### src/rtl/mbus_timer.sv
// mbus_timer: memory-mapped down-counting timer on the cpu2 memory bus.
// Bus protocol: a store is a single-cycle strobe. wen is high for exactly one
// clock, and the write commits at that rising edge when cs is also high. Reads
// have no handshake. dout follows addr combinationally and is zero when the
// block is not selected, so the top level can OR it into mbus_din.
// Register map (word offset addr[1:0]):
//   0 CNT  counter, read/write
//   1 RLD  reload value, read/write
//   2 CTRL bit0 run, bit1 arl, bit2 ien, bits[15:8] psc
//   3 STAT bit0 ovf, write 1 to clear
module mbus_timer #(
    parameter int                   WIDTH     = 32,
    parameter int                   ADDR_SIZE = 32,
    parameter logic [ADDR_SIZE-1:0] BASE      = 'hFF10
) (
    input  logic                 clk,
    input  logic                 reset,
    input  logic [ADDR_SIZE-1:0] addr,
    input  logic [WIDTH-1:0]     din,
    input  logic                 wen,
    output logic [WIDTH-1:0]     dout,
    output logic                 cs,
    output logic                 irq
);

    logic [WIDTH-1:0] cnt_q, cnt_d;
    logic [WIDTH-1:0] rld_q, rld_d;
    logic             run_q, run_d;
    logic             arl_q, arl_d;
    logic             ien_q, ien_d;
    logic [7:0]       psc_q, psc_d;
    logic             ovf_q, ovf_d;
    logic [7:0]       pc_q, pc_d;

    logic [1:0] off;
    logic       wr_cnt, wr_rld, wr_ctrl, wr_stat;
    logic       tick;
    logic       underflow;

    // CTRL and STAT only use a few data bits; the rest are deliberately ignored.
    logic unused_din;
    assign unused_din = ^{din[WIDTH-1:16], din[7:3]};

    assign cs  = (addr[ADDR_SIZE-1:2] == BASE[ADDR_SIZE-1:2]);
    assign off = addr[1:0];
    assign irq = ovf_q & ien_q;

    assign wr_cnt  = wen & cs & (off == 2'd0);
    assign wr_rld  = wen & cs & (off == 2'd1);
    assign wr_ctrl = wen & cs & (off == 2'd2);
    assign wr_stat = wen & cs & (off == 2'd3);

    // A CTRL write restarts the prescaler, so that cycle never ticks.
    assign tick      = run_q & ~wr_ctrl & (pc_q == psc_q);
    // A CNT write in the same cycle swallows the tick, including its underflow.
    assign underflow = tick & ~wr_cnt & (cnt_q == '0);

    // Read mux: combinational from addr, zero when the block is not addressed.
    always_comb begin
        dout = '0;
        if (cs) begin
            case (off)
                2'd0: dout = cnt_q;
                2'd1: dout = rld_q;
                2'd2: begin
                    dout[15:8] = psc_q;
                    dout[2:0]  = {ien_q, arl_q, run_q};
                end
                default: dout[0] = ovf_q;
            endcase
        end
    end

    // Next-state logic. A CPU write takes priority over the timer's own update.
    always_comb begin
        pc_d  = pc_q;
        cnt_d = cnt_q;
        rld_d = rld_q;
        run_d = run_q;
        arl_d = arl_q;
        ien_d = ien_q;
        psc_d = psc_q;
        ovf_d = ovf_q;

        if (wr_ctrl) begin
            pc_d = 8'd0;
        end else if (run_q) begin
            pc_d = (pc_q == psc_q) ? 8'd0 : pc_q + 8'd1;
        end

        if (wr_cnt) begin
            cnt_d = din;
        end else if (tick) begin
            if (cnt_q != '0) begin
                cnt_d = cnt_q - 1'b1;
            end else if (arl_q) begin
                cnt_d = rld_q;
            end
        end

        if (wr_rld) begin
            rld_d = din;
        end

        if (wr_ctrl) begin
            run_d = din[0];
            arl_d = din[1];
            ien_d = din[2];
            psc_d = din[15:8];
        end else if (underflow && !arl_q) begin
            run_d = 1'b0;
        end

        // Setting on underflow beats a simultaneous clear.
        if (underflow) begin
            ovf_d = 1'b1;
        end else if (wr_stat && din[0]) begin
            ovf_d = 1'b0;
        end
    end

    // State registers, cleared asynchronously by reset.
    always_ff @(posedge clk or posedge reset) begin
        if (reset) begin
            cnt_q <= '0;
            rld_q <= '0;
            run_q <= 1'b0;
            arl_q <= 1'b0;
            ien_q <= 1'b0;
            psc_q <= 8'd0;
            ovf_q <= 1'b0;
            pc_q  <= 8'd0;
        end else begin
            cnt_q <= cnt_d;
            rld_q <= rld_d;
            run_q <= run_d;
            arl_q <= arl_d;
            ien_q <= ien_d;
            psc_q <= psc_d;
            ovf_q <= ovf_d;
            pc_q  <= pc_d;
        end
    end

endmodule
### config.mk
export PLATFORM = sky130hd
export DESIGN_NAME = mbus_timer
export DESIGN_NICKNAME = d
export VERILOG_FILES = /design/src/rtl/mbus_timer.sv
export SDC_FILE = /design/constraint.sdc
export NUM_CORES = 1
export LEC_CHECK = 0
export CAP_MARGIN = 20
export CORE_MARGIN = 3
export CORE_UTILIZATION = 35
export CTS_BUF_LIST = sky130_fd_sc_hd__clkbuf_8
export CTS_CLUSTER_DIAMETER = 150
export DETAILED_ROUTE_END_ITERATION = 8
export GPL_TIMING_DRIVEN = 0
export HOLD_SLACK_MARGIN = 0.08
export PLACE_DENSITY = 0.68
export SYNTH_ARGS = -nofsm -noshare
export SYNTH_HDL_FRONTEND = slang
export SYNTH_SLANG_ARGS = --single-unit
### constraint.sdc
create_clock -name clk -period 3.73 [get_ports clk]
set_input_delay 0.373 -clock clk [delete_from_list [all_inputs] [get_ports clk]]
set_output_delay 0.373 -clock clk [all_outputs]
set_load 0.03 [all_outputs]
==> run metrics, run 1 <==
Worst-Skew Late Latency=~370 ps; Final period util=0.953; worst r2r dst=cnt_q[20]; status=complete, no violations; dominant synthesized flop cell=dfrtp_1; GRT Residual Overflow=0; Num Clock Sinks=84; critical path class=input pin to output port; CTS tree=done; DP Area=between 6000 and 7000 µm²; Leak=approximately 3.0 nW; wire length of the first global-routing pass=28500 µm; antenna violations before repair=0; residual DRC count=0; Area Overhead vs Synth=25.9%; Max VDD drop=around 0.00013 V; die area=17300 µm²; Cell Rows=45; crit path max-delay cell type=or4_4; Die Ht=roughly 130 µm; post_cts resized=21; Hold Path Class=input pin to asynchronous set/reset pin; worst r2r src=cnt_q[20]; hpwl dp=13300 µm; worst endpoint data arrival time=about 3200 ps; sequential area share after synthesis=0.380; WP data required=~3400 ps; Clock Path Buffers=2; MaxCap Viol Count=0; Power per Cell Area=about 240 nW/µm²; R2R Setup Slk=about 500 ps; gp weighted congestion=about 0.9; Setup Buffers After CTS=0; YS warnings=0; Vias/cell=5.56; clk_skew=~9.8 ps; total power=around 1.7 mW; antenna-violating nets left=0; Critical Path Source=addr[17]; # IOs=slightly above 100; # setup viols final=0; H-tree depth=3; top cells by area, synth=dfrtp_1, mux2_2, mux2i_1; crit-path max FO=10; ys async rst share=1.00; most frequent CP cell=or4_4; Post-Syn Nets=717; CTS root buffer=clkbuf_8; Cell variety after synth=64; Layout Nets=about 830; Fin. Hold Viols=0; cell area after layout=roughly 7000 µm²; vias in the first global route=~5.2k; number of synthesized flops with an enable pin=0; Period minus WS final=around 3600 ps; First-pass DRT Iterations=5; startpoint types=input pin; measured slew at the worst slew-check pin=~950 ps; die width=~130 µm; TritonCTS Buffers=9; RSZ-0062 raised after global routing=no; GRT Util Overall=0.206; Setup TNS=0 ps; worst setup path end=dout[7]; number of DRC markers in iteration 0=approximately 540; CP peak stage delay=roughly 570 ps; Pins Over Slew Limit=0; hold slack=268 ps; Reg2Reg Depth=7; Synth top area share=0.380; Filler cells=roughly 1.5k; post-synthesis register bit count=between 80 and 90; diodes inserted=0; Port-buffer cells=98; largest net degree at the start of global routing=between 70 and 80; Slew Limit Headroom=0.359; Routed wire per std cell=about 19 µm; WL final=between 15000 and 20000 µm; CP Capture Type=output port; critical path cell sequence=clkdlybuf4s50_1 -> or4_4 -> or4_4 -> or3_1 -> clkbuf_2 -> nor2_1 -> dlygate4sd2_1; Gate Count Post-Synth=approximately 650; via count=roughly 5.4k; Mean Syn Cell Area=approximately 8.5 µm²; Initial Util=0.361; leading cell types in the layout, fill and taps excluded=nor2_1, dfrtp_1, clkdlybuf4s50_1; Yosys top cell by area=dfrtp_1; share of cells above drive strength 1=0.101; Syn Std Cell Area=between 5000 and 6000 µm²; most common cell after layout, fill and taps aside=nor2_1; hold_buf cts=0; placeable core area=between 15000 and 20000 µm²; clock transition at the registers of the reported paths=~90 ps; fmax=0.281 GHz
-- registers in the layout (all words and copies together), names as in the netlist --
register,cells
ovf_q,1
cnt_q,32
arl_q,1
ien_q,1
psc_q,8
pc_q,8
rld_q,32
run_q,1
-- critical path, delay by kind of cell --
kind | cells | cell delay [ps]
AND/OR/NAND/NOR | 4 | 1730
buffers and inverters | 3 | 1080
-- metrics by stage --
step                 util  setup slack (ps)  cells
detailed placement  0.444              -228    957
floorplan               -               868    647
global route        0.454              63.3    972
finish              0.454               175    972
CTS                 0.454               138    972
global placement    0.442              -296    956
-- routing by layer --
| layer | global-route usage | vias to the layer above | wire length (µm) |
|---|---|---|---|
| met5 | 0 | - | 0 |
| met4 | 0.0933 | 0 | 550 |
| met3 | 0.0467 | 45 | 1390 |
| met2 | 0.312 | 242 | 8190 |
| met1 | 0.279 | 2555 | 7980 |
| li1 | - | 2561 | - |
-- layout make-up --
class | instances | area [µm²] | area share
clock inverters | 6 | 58.8 | 0.00845
flip-flops and latches | 84 | 2100 | 0.302
repair buffers | 99 | 983 | 0.141
inverters | 16 | 62.6 | 0.00899
well taps | 211 | 264 | 0.0379
multi-input cells | 505 | 3190 | 0.459
plain buffers | 42 | 171 | 0.0246
clock buffers | 9 | 124 | 0.0178
-- where the power goes --
group          leakage (nW)  switching (mW)  internal, mW
Sequential             1.10    0.0000000172         0.910
Clock                0.0977           0.353         0.301
Combinational          1.84          0.0585        0.0768
-- cells by family (layout without fill, tap and decap cells) --
group           count (synthesis)  in the layout  share of synthesized area
simple gates                  279            279                      0.253
xor+xnor                       17             17                     0.0269
flops                          84             84                      0.380
buf+inv                        58            172                     0.0417
fa+ha+maj                       3              3                    0.00679
compound gates                140            140                      0.162
mux                            66             66                      0.129
-- Yosys cell counts (6+ instances only) --
master     instances
nor2_1            86
dfrtp_1           84
nand2_1           73
a21oi_1           38
clkbuf_1          33
mux2i_1           33
mux2_2            32
o21ai_0           27
nor3_1            25
nand3_1           19
inv_1             16
o21ai_1           13
xnor2_1           13
nand4_1           11
nor4_1            11
a2bb2oi_1          9
and3_1             8
o22ai_1            7
or3_1              7
o31ai_1            6
-- worst min-delay path by stage --
stage / endpoint / slack [ps] / depth (start not counted)
after floorplan: ien_q / 460 / 2
after global placement: ien_q / 500 / 2
after detailed placement: ien_q / 500 / 2
after CTS: pc_q[6] / 270 / 2
after global routing: pc_q[0] / 290 / 2
final: pc_q[0] / 270 / 2
(Power assumes the default switching activity.)
==> run 2: changes to the inputs <==
- RECOVER_POWER: unset -> 50
==> run 2 against run 1 <==
Core utilization fell by 0.17 points. Sequential power barely moved. Clock skew about the same. Clock-buffer cell count is the same. Cell count is the same. Setup slack got worse by 49 ps. Combinational power down 3%. Sequential share of layout area rose by 0.11 points. Wire length about the same. Flip-flop and latch count is the same. The flow now finishes with violations (max-capacitance violations, max-slew violations).
==> run metrics, run 2 (synthesized netlist as in run 1, its figures left out) <==
status=finished, violations left; violated checks=max-capacitance violations, max-slew violations; Leak=3.02 nW (-0.59%); Initial Util=0.361 (unchanged); met2 wire length=8100 µm (-1.1%); # setup viols final=0 (unchanged); RSZ-0062 raised after global routing=no; fmax=0.277 GHz (-1.4%); WL final=18100 µm (about the same); wire length of the first global-routing pass=28500 µm (unchanged); via count=5416 (+0.24%); leading cell types in the layout, fill and taps excluded=nor2_1, dfrtp_1, clkdlybuf4s50_1; measured slew at the worst slew-check pin=1770 ps (+819 ps); Fin. Hold Viols=0 (unchanged); First-pass DRT Iterations=5 (unchanged); crit-path max FO=10 (unchanged); Die Ht=132 µm (unchanged); GRT Util Overall=0.206 (unchanged); gp weighted congestion=0.883 (unchanged); WP data required=3360 ps (about the same); Max VDD drop=0.000139 V (+4.2%); Area Overhead vs Synth=25.5%; CTS root buffer=clkbuf_8; cell area after layout=6930 µm² (-0.38%); die width=132 µm (unchanged); MaxCap Viol Count=1 (+1); Power per Cell Area=245 nW/µm² (+0.20%); DP Area=6800 µm² (unchanged); Period minus WS final=3600 ps (+49.4 ps); post-route insts no fill=972 (unchanged); critical path class=input pin to output port; M1 WL=7860 µm (-1.5%); Final period util=0.966 (+0.0132); H-tree depth=3 (unchanged); largest net degree at the start of global routing=71 (unchanged); Met3 Wirelength=1520 µm (+9.1%); hpwl dp=13300 µm (unchanged); Filler cells=1549 (+0.32%); Num Clock Sinks=84 (unchanged); placeable core area=15300 µm² (unchanged); Hold Path Class=input pin to asynchronous set/reset pin; diodes inserted=0 (unchanged); CTS tree=done; TritonCTS Buffers=9 (unchanged); Clock Path Buffers=2 (unchanged); antenna violations before repair=0 (unchanged); Pins Over Slew Limit=71 (+71); GRT Residual Overflow=0 (unchanged); clock transition at the registers of the reported paths=90 ps (about the same); startpoint types=input pin; Slew Limit Headroom=-0.182 (-0.541); most common cell after layout, fill and taps aside=nor2_1; Routed wire per std cell=18.6 µm (about the same); Port-buffer cells=98 (unchanged); max layer used=met4; Cell Rows=45 (unchanged); vias in the first global route=5225 (unchanged); largest registers=cnt_q x32, rld_q x32; share of cells above drive strength 1=0.0986 (-0.00263); clk_skew=9.31 ps (-0.490 ps); # IOs=101 (unchanged); Layout Nets=827 (unchanged); residual DRC count=0 (unchanged); number of DRC markers in iteration 0=553 (+2.6%); worst endpoint data arrival time=3230 ps (+50 ps); Worst-Skew Late Latency=380 ps (about the same); antenna-violating nets left=0 (unchanged); Inst Count DP=957 (unchanged); die area=17300 µm² (unchanged); CP Capture Type=output port; Vias/cell=5.57 (+0.24%)
## run 2: changes by cell type in the layout (fill, tap and decap cells not counted), sizes merged
cell / delta
clkbuf: +3
clkdlybuf4s50: -2
clkinvlp: +1
buf: -3
inv: -1
dlygate4sd3: +2
## run 2: where the power goes
part	internal (mW)	switching, mW
combinational	0.0737	0.0576
clock	0.301	0.354
sequential	0.910	0.0000000172
## run 2: worst paths after layout
| kind | cells after the start | slack, ps | endpoint | startpoint |
|---|---|---|---|---|
| worst max register to register | 7 | 500 | cnt_q[20] | cnt_q[20] |
| min in group clk | 2 | 520 | ien_q | ien_q |
| max in group asynchronous | 3 | 1130 | rld_q[3] | reset |
| worst min register to register | 2 | 520 | ien_q | ien_q |
| worst max-delay path | 7 | 130 | dout[7] | addr[17] |
| worst min-delay path | 2 | 500 | pc_q[0] | reset |
## run 2: critical path: stages
cell and delay [ps]:
clkdlybuf4s50_1 400, or4_4 540, or4_4 570, or3_1 420, clkbuf_2 260, nor2_1 230
dlygate4sd2_1 430
## run 2: cell type report
cell class | instances | area (µm²) | share of cell area
plain buffers | 42 | 169 | 0.0244
clock inverters | 6 | 58.8 | 0.00848
well taps | 211 | 264 | 0.0381
inverters | 16 | 61.3 | 0.00884
flip-flops and latches | 84 | 2100 | 0.303
multi-input cells | 505 | 3190 | 0.461
repair buffers | 99 | 961 | 0.139
clock buffers | 9 | 124 | 0.0179
## run 2: metal layers
metal,GRT usage,vias up
met3,0.0467,53
met1,0.279,2525
li1,-,2564
met2,0.312,274
met5,0,-
met4,0.0933,0
## run 2: repair_timing
item	4_1_cts	5_1_grt
gates resized for setup	21	0
buffers inserted	0	0
setup endpoints to repair	20	0
hold buffers	0	0
## run 2: stage by stage
stage | hold WS (ps) | worst slack [ps] | total power, mW | util | setup TNS [ps]
2_1_floorplan | 459 | 868 | 0.971 | - | 0
3_5_place_dp | 504 | -228 | 1.06 | 0.444 | -2510
3_3_place_gp | 497 | -296 | 1.06 | 0.442 | -26130
5_1_grt | 552 | 63.3 | 1.75 | 0.453 | 0
4_1_cts | 267 | 138 | 1.71 | 0.454 | 0
6_report | 495 | 126 | 1.70 | 0.453 | 0
